$ cat src/rtl/ram_arbiter.sv
// Two-port round-robin arbiter in front of a single-port synchronous RAM.
// Clears the RAM after reset, then serialises port requests onto the RAM strobes.
module ram_arbiter #(
   parameter int ADDR_W = 4,
   parameter int DATA_W = 8
) (
   input  logic              clk,
   input  logic              reset,
   input  logic              req0,
   input  logic              req1,
   input  logic              we0,
   input  logic              we1,
   input  logic [ADDR_W-1:0] addr0,
   input  logic [ADDR_W-1:0] addr1,
   input  logic [DATA_W-1:0] wdata0,
   input  logic [DATA_W-1:0] wdata1,
   output logic              gnt0,
   output logic              gnt1,
   output logic              rvalid0,
   output logic              rvalid1,
   output logic [DATA_W-1:0] rdata0,
   output logic [DATA_W-1:0] rdata1,
   output logic              ram_write,
   output logic              ram_read,
   output logic [ADDR_W-1:0] ram_addr,
   output logic [DATA_W-1:0] ram_wdata,
   input  logic [DATA_W-1:0] ram_rdata,
   output logic              busy,
   output logic              init_done
);

   typedef enum logic [1:0] {INIT, IDLE, ISSUE, RDWAIT} state_t;

   localparam logic [ADDR_W:0] CNT_ONE = 1;

   state_t            state;
   logic [ADDR_W:0]   init_cnt;   // extra MSB flags that every address has been cleared
   logic              last_srv;   // port served most recently
   logic              owner;      // port of the transaction in flight
   logic              cur_rd;

   logic              pick1;
   logic              sel_we;
   logic [ADDR_W-1:0] sel_addr;
   logic [DATA_W-1:0] sel_wdata;

   // Port 1 wins when alone, or when both ask and port 0 was served last.
   assign pick1     = req1 & (~req0 | ~last_srv);
   assign sel_we    = pick1 ? we1    : we0;
   assign sel_addr  = pick1 ? addr1  : addr0;
   assign sel_wdata = pick1 ? wdata1 : wdata0;

   always_ff @(posedge clk or negedge reset) begin
      if (!reset) begin
         state     <= INIT;
         init_cnt  <= '0;
         last_srv  <= 1'b1;
         owner     <= 1'b0;
         cur_rd    <= 1'b0;
         gnt0      <= 1'b0;
         gnt1      <= 1'b0;
         rvalid0   <= 1'b0;
         rvalid1   <= 1'b0;
         rdata0    <= '0;
         rdata1    <= '0;
         ram_write <= 1'b0;
         ram_read  <= 1'b0;
         ram_addr  <= '0;
         ram_wdata <= '0;
         busy      <= 1'b1;
         init_done <= 1'b0;
      end else begin
         // NOTE: non-blocking assignments throughout; the defaults below are
         // overridden later in the same block, so every pulse lasts one cycle.
         gnt0      <= 1'b0;
         gnt1      <= 1'b0;
         rvalid0   <= 1'b0;
         rvalid1   <= 1'b0;
         ram_write <= 1'b0;
         ram_read  <= 1'b0;
         ram_addr  <= '0;
         ram_wdata <= '0;

         case (state)
            INIT: begin
               if (init_cnt[ADDR_W]) begin
                  state     <= IDLE;
                  busy      <= 1'b0;
                  init_done <= 1'b1;
               end else begin
                  ram_write <= 1'b1;
                  ram_addr  <= init_cnt[ADDR_W-1:0];
                  init_cnt  <= init_cnt + CNT_ONE;
               end
            end

            IDLE: begin
               if (req0 || req1) begin
                  state    <= ISSUE;
                  busy     <= 1'b1;
                  owner    <= pick1;
                  last_srv <= pick1;
                  cur_rd   <= ~sel_we;
                  gnt0     <= ~pick1;
                  gnt1     <= pick1;
                  ram_addr <= sel_addr;
                  if (sel_we) begin
                     ram_write <= 1'b1;
                     ram_wdata <= sel_wdata;
                  end else begin
                     ram_read  <= 1'b1;
                  end
               end
            end

            ISSUE: begin
               if (cur_rd) begin
                  state <= RDWAIT;
               end else begin
                  state <= IDLE;
                  busy  <= 1'b0;
               end
            end

            RDWAIT: begin
               // RAM data is valid now, one cycle after the read strobe.
               state <= IDLE;
               busy  <= 1'b0;
               if (owner) begin
                  rdata1  <= ram_rdata;
                  rvalid1 <= 1'b1;
               end else begin
                  rdata0  <= ram_rdata;
                  rvalid0 <= 1'b1;
               end
            end
         endcase
      end
   end

endmodule

$ cat config.mk
export PLATFORM = sky130hd
export DESIGN_NAME = ram_arbiter
export DESIGN_NICKNAME = d
export VERILOG_FILES = /design/src/rtl/ram_arbiter.sv
export SDC_FILE = /design/constraint.sdc
export NUM_CORES = 1
export LEC_CHECK = 0
export BUFFER_PORTS_ARGS = -buffer_cell sky130_fd_sc_hd__buf_2
export CORE_MARGIN = 2
export CORE_UTILIZATION = 39
export CTS_BUF_LIST = sky130_fd_sc_hd__clkbuf_4
export DETAILED_ROUTE_END_ITERATION = 12
export HOLD_SLACK_MARGIN = 0.1
export PLACE_DENSITY_LB_ADDON = 0.3
export SYNTH_ARGS = -nofsm -noshare
export SYNTH_HDL_FRONTEND = slang
export SYNTH_SLANG_ARGS = --single-unit
$ cat constraint.sdc
create_clock -name clk -period 3.8 [get_ports clk]
set_input_delay 0 -clock clk [delete_from_list [all_inputs] [get_ports clk]]
set_output_delay 0 -clock clk [all_outputs]
set_load 0.03 [all_outputs]
==> flow_metrics.py, run 1 <==
metrics = {
    "yosys": {
        "synth_common_cells": "dfrtp_1, mux2i_1, mux2_2, nor3_1, nand2_1",
        "syn_area_per_cell_um2": 14.01,
        "yosysMostFrequentCell": "dfrtp_1",
        "synth_nets": 182,
        "postSynth.asyncResetShare": 1.000,
        "synth_seq_cells": 46,
        "synth_area_um2": 1933,
        "synth.distinct_cells": 32,
        "synthFlopType": "dfrtp_1",
        "synth-edff-count": 0,
        "seq_area_frac_synth": 0.5968,
        "yosysWarnings": 0,
        "synthTopCellsByArea": "dfrtp_1, mux2i_1, mux2_2",
        "syn_inst": 138,
        "yosysTopAreaCell": "dfrtp_1",
        "yosys.area.top_type_share": 0.5696,
    },
    "timing": {
        "setup_tns_ns": 0,
        "finalSetupViolCount": 0,
        "max_freq_mhz": 430.2,
        "period_share": 0.6118,
        "slew_violations": 0,
        "tightest_slew_ns": 1.066,
        "fin_skew_ns": 0.01598,
        "rsz0062_at_grt": "no",
        "slew_headroom": 0.2850,
        "period_needed_ns": 2.325,
        "hold_viol_final": 0,
    },
    "final_layout": {
        "syn2layout_area_growth_pct": 43.30,
        "multi_input_area_um2": 714.4,
        "layout.nets": 295,
        "drive_gt1_frac": 0.3889,
        "nFillCells": 416,
        "antenna_cells": 0,
        "regArea_um2": 1154,
    },
    "global_routing": {
        "track_usage": 0.1650,
        "grt_start_max_net_pins": 47,
        "grt_overflow": 0,
        "grt_pass1_vias": 1529,
        "grt_pass1_wl_um": 6893,
        "grt_antenna_before_repair": 0,
    },
    "clock_tree": {
        "cts.clk_slew.worst_paths_ns": 0.14,
        "ctsResizeCount": 0,
        "cts_buffer_depth": 2,
        "cts_setup_buffers": 0,
        "cts_tree": "yes",
        "cts_max_level": 2,
        "ctsHoldBuffers": 38,
        "cts-root-buf": "clkbuf_4",
        "clock-sinks": 46,
        "clkLatencyLatePin_ns": 0.35,
        "cts_buffers": 5,
    },
    "critical_path": {
        "reg2reg_depth": 4,
        "critical_path_required_ns": 4.00,
        "rrSetupSlack_ns": 1.48,
        "path_class": "reg2reg",
        "arrival_ns": 2.52,
        "path_max_fanout": 17,
        "cp-end-kind": "register",
        "reg2reg_from": "last_srv$_DFFE_PN1P_",
        "r2r_end": "ram_addr[3]$_DFF_PN0_",
        "cpPeakStageDelay_ns": 0.83,
        "crit_slowest_cell": "a21boi_2",
        "critPathLaunchType": "register",
        "cp_cell_sequence": "a21boi_2 -> mux2i_1 -> dlygate4sd3_1 -> o22ai_1",
    },
    "routing": {
        "detail-route-antenna-nets": 0,
        "drtIter0Drc": 61,
        "finalWirelength_um": 4092,
        "viasPerCell": 4.611,
        "num_vias": 1471,
        "drc_errors": 0,
        "post_drt_wl_per_cell_um": 12.83,
        "firstDrtPassIters": 4,
    },
    "flow_run": {
        "drv_cap": 0,
    },
    "die": {
        "start_util": 0.4066,
        "fp.coreArea_um2": 4755,
        "die_area_um2": 5536,
        "row_count": 25,
        "io_pins": 74,
        "chipWidth_um": 74.41,
        "chipHeight_um": 74.41,
    },
    "power": {
        "power.density_nw_per_um2": 731.1,
        "power_leakage_nw": 1.375,
        "fin_total_pwr_w": 0.002025,
        "ir_worst_vdd_v": 0.0004015,
    },
    "placed_design": {
        "io_buffers": 73,
        "hpwl_um": 2625,
        "gp_congestion": 0.7243,
    },
    "outcome": {
        "status": "finished clean",
    },
    "hold_path": {
        "hold_path_startpoint": "req1",
        "hold_class": "in2reg",
        "hold_end": "gnt0$_DFF_PN0_",
        "holdPathStages": 3,
    },
}
==> per-layer routing <==
| layer | GRT usage | part of all wire | vias to the layer above | routed length [µm] |
|---|---|---|---|---|
| li1 | - | - | 713 | - |
| met1 | 0.2021 | 0.43 | 699 | 1780 |
| met4 | 0.04563 | 0.013 | 0 | 53 |
| met3 | 0.05149 | 0.054 | 6 | 222 |
| met5 | 0 | 0 | - | 0 |
| met2 | 0.2822 | 0.50 | 53 | 2037 |
==> flip-flops by register name, indices dropped and copies added (netlist names), 2 cells and up <==
| name | cells |
|---|---|
| ram_wdata | 8 |
| rdata0 | 8 |
| rdata1 | 8 |
| init_cnt | 5 |
| ram_addr | 4 |
| state | 2 |
==> metrics by stage <==
| step | utilization | instance area [µm²] | hold slack [ns] | setup slack, ns | std cells |
|---|---|---|---|---|---|
| 2_1_floorplan | - | 1933 | -0.2956 | 2.259 | 138 |
| 3_3_place_gp | 0.4913 | 2336 | 0.2216 | 1.951 | 273 |
| 3_5_place_dp | 0.4913 | 2336 | 0.2305 | 1.936 | 273 |
| 4_1_cts | 0.5826 | 2770 | 0.1722 | 1.482 | 319 |
| 5_1_grt | 0.5826 | 2770 | 0.2338 | 1.298 | 319 |
| 6_report | 0.5826 | 2770 | 0.1784 | 1.475 | 319 |
==> cell families after synthesis <==
| family | after synthesis | synth area share |
|---|---|---|
| fa+ha+maj | 6 | 0.03883 |
| buf+inv | 10 | 0.03365 |
| mux | 32 | 0.1773 |
| simple gates | 23 | 0.05762 |
| xor+xnor | 3 | 0.01359 |
| compound gates | 18 | 0.08220 |
| flops | 46 | 0.5968 |
==> cell usage in the layout (no fill, tap or decap), types with 2 or more instances in the layout <==
master         count
clkinv_1           2
dfrtp_1           44
inv_1              4
nand2_1            7
nor3_1             8
dlygate4sd3_1     38
xnor2_1            2
mux2_1             6
nor2_1             2
buf_2             73
mux2i_1           14
a21o_1             3
ha_1               6
clkbuf_4           5
mux2_2            12
o21ai_1            4
nor2b_1            3
a21oi_1            2
dfstp_2            2
==> cell type report <==
type                       count  area share
clock buffer                   5     0.01355
clock inverter                 3    0.005872
inverter                       5    0.006775
multi-input combinational     82      0.2579
sequential                    46      0.4164
tap                           67     0.03026
timing repair buffer         111      0.2692
==> critical path: cells and delay by family, from the launching register on <==
kind	cells	cell delay (ns)
compound gates	2	0.90
buf+inv	1	0.57
flops	1	0.41
mux	1	0.29
==> power by group <==
group | leakage, nW | internal, W | switching (W)
clock network | 0.0286 | 0.0000690 | 0.000148
logic | 0.782 | 0.000391 | 0.000610
registers | 0.565 | 0.000699 | 0.000108
==> worst max-delay path by stage <==
stage / endpoint / slack (ns) / from
global placement: init_cnt[1]$_DFFE_PN0P_ / 1.95 / state[1]$_DFFE_PN0P_
detailed placement: init_cnt[1]$_DFFE_PN0P_ / 1.94 / state[0]$_DFFE_PN0P_
finish: ram_addr[3]$_DFF_PN0_ / 1.48 / last_srv$_DFFE_PN1P_
floorplan: busy$_DFFE_PN1P_ / 2.26 / state[0]$_DFFE_PN0P_
global route: ram_wdata[4]$_DFF_PN0_ / 1.30 / last_srv$_DFFE_PN1P_
CTS: ram_addr[3]$_DFF_PN0_ / 1.48 / last_srv$_DFFE_PN1P_
Power figures use the tool's default switching activity.
==> run 2: changes to the inputs <==
==> constraint.sdc (replaced) <==
create_clock -name clk -period 2.4 [get_ports clk]
set_input_delay 0 -clock clk [delete_from_list [all_inputs] [get_ports clk]]
set_output_delay 0 -clock clk [all_outputs]
set_load 0.03 [all_outputs]
==> flow_metrics.py, run 2 (synthesis gave the netlist of run 1 again) <==
metrics = {
    "flow_run": {
        "drv_cap": 0,
    },
    "die": {
        "die_area_um2": 5536,
        "start_util": 0.4066,
        "io_pins": 74,
        "chipHeight_um": 74.41,
        "row_count": 25,
        "fp.coreArea_um2": 4755,
        "chipWidth_um": 74.41,
    },
    "timing": {
        "tightest_slew_ns": 0.9782,
        "setup_tns_ns": 0,
        "max_freq_mhz": 454.5,
        "hold_viol_final": 0,
        "fin_skew_ns": 0.01266,
        "hold_ws_ns": 0.1732,
        "period_needed_ns": 2.200,
        "rsz0062_at_grt": "no",
        "period_share": 0.9167,
        "finalSetupViolCount": 0,
        "slew_violations": 0,
        "slew_headroom": 0.3479,
    },
    "clock_tree": {
        "clock-sinks": 46,
        "cts_buffer_depth": 2,
        "clkLatencyLatePin_ns": 0.35,
        "cts-root-buf": "clkbuf_4",
        "cts_tree": "yes",
        "cts_buffers": 5,
        "cts_max_level": 2,
        "cts.clk_slew.worst_paths_ns": 0.13,
    },
    "outcome": {
        "status": "finished clean",
    },
    "final_layout": {
        "drive_gt1_frac": 0.3976,
        "layout.nets": 297,
        "syn2layout_area_growth_pct": 45.95,
        "largestRegisters": "ram_wdata: 8 flops, rdata0: 8 flops, rdata1: 8 flops",
        "final_cell_mix": "buf_2, dfrtp_1, dlygate4sd3_1",
        "antenna_cells": 0,
        "layout_commonest_cell": "buf_2",
    },
    "routing": {
        "post_drt_wl_per_cell_um": 12.89,
        "drtIter0Drc": 55,
        "firstDrtPassIters": 4,
        "finalWirelength_um": 4138,
        "viasPerCell": 4.583,
        "detail-route-antenna-nets": 0,
        "drc_errors": 0,
        "num_vias": 1471,
    },
    "power": {
        "ir_worst_vdd_v": 0.0005448,
        "power.density_nw_per_um2": 1194,
        "power_leakage_nw": 1.408,
    },
    "critical_path": {
        "path_class": "reg2reg",
        "critPathLaunchType": "register",
        "cp-end-kind": "register",
        "path_max_fanout": 9,
        "critical_path_required_ns": 2.70,
        "arrival_ns": 2.50,
    },
    "placed_design": {
        "gp_congestion": 0.7110,
        "io_buffers": 73,
        "hpwl_um": 2609,
    },
    "global_routing": {
        "track_usage": 0.1625,
        "grt_antenna_before_repair": 0,
        "grt_overflow": 0,
        "grt_pass1_wl_um": 6672,
        "grt_pass1_vias": 1487,
        "grt_start_max_net_pins": 47,
    },
    "hold_path": {
        "hold_class": "in2reg",
    },
}
run 2: through the flow:
stage / area, µm² / total power [W] / setup WS (ns) / cells / utilization
finish: 2821 / 0.003369 / 0.1998 / 321 / 0.5934
global route: 2821 / 0.003593 / 0.04342 / 321 / 0.5934
CTS: 2814 / 0.003390 / 0.09537 / 321 / 0.5918
floorplan: 1933 / 0.002395 / 0.8587 / 138 / -
global placement: 2351 / 0.002793 / 0.6059 / 275 / 0.4945
detailed placement: 2351 / 0.002821 / 0.5677 / 275 / 0.4945
run 2: path summary, 6_finish.rpt:
path | from | to | slack (ns) | cells after the start
min in group asynchronous | reset | rdata1[1]$_DFFE_PN0P_ | 0.33 | 2
worst max-delay path | state[1]$_DFFE_PN0P_ | ram_read$_DFF_PN0_ | 0.20 | 5
worst min register to register | init_done$_DFFE_PN0P_ | init_done$_DFFE_PN0P_ | 0.48 | 1
worst max register to register | state[1]$_DFFE_PN0P_ | ram_read$_DFF_PN0_ | 0.20 | 5
max in group asynchronous | reset | ram_addr[3]$_DFF_PN0_ | 1.45 | 2
worst min-delay path | req1 | gnt0$_DFF_PN0_ | 0.17 | 3
run 2: final cells by class:
class,count,area [µm²]
timing repair buffer,113,760.7
inverter,5,18.77
sequential,46,1154
clock inverter,1,30.03
clock buffer,7,52.55
fill,402,1933
tap,67,83.83
multi-input combinational,82,721.9
run 2: timing repair:
action | in CTS | in global routing
gates resized for setup | 0 | 1
hold buffers | 38 | 0
buffers inserted | 0 | 0
hold endpoints to repair | 76 | 0
endpoints found under the setup margin | 0 | 9
run 2: critical path, cell delays in order, from the launching register on:
cell and delay, ns:
dfrtp_1 0.42, inv_1 0.13, ha_1 0.36, o21ai_1 0.33, a211oi_1 0.32, dlygate4sd3_1 0.59
run 2: layer usage:
metal | routed length [µm] | part of all wire | track usage
met1 | 1742 | 0.42 | 0.1885
met2 | 2041 | 0.49 | 0.2753
met3 | 275 | 0.066 | 0.04743
met4 | 78 | 0.019 | 0.07937
met5 | 0 | 0 | 0
run 2: power breakdown:
part	switching, W	internal, W
Combinational	0.000971	0.000637
Clock	0.000232	0.000244
Sequential	0.000178	0.00111
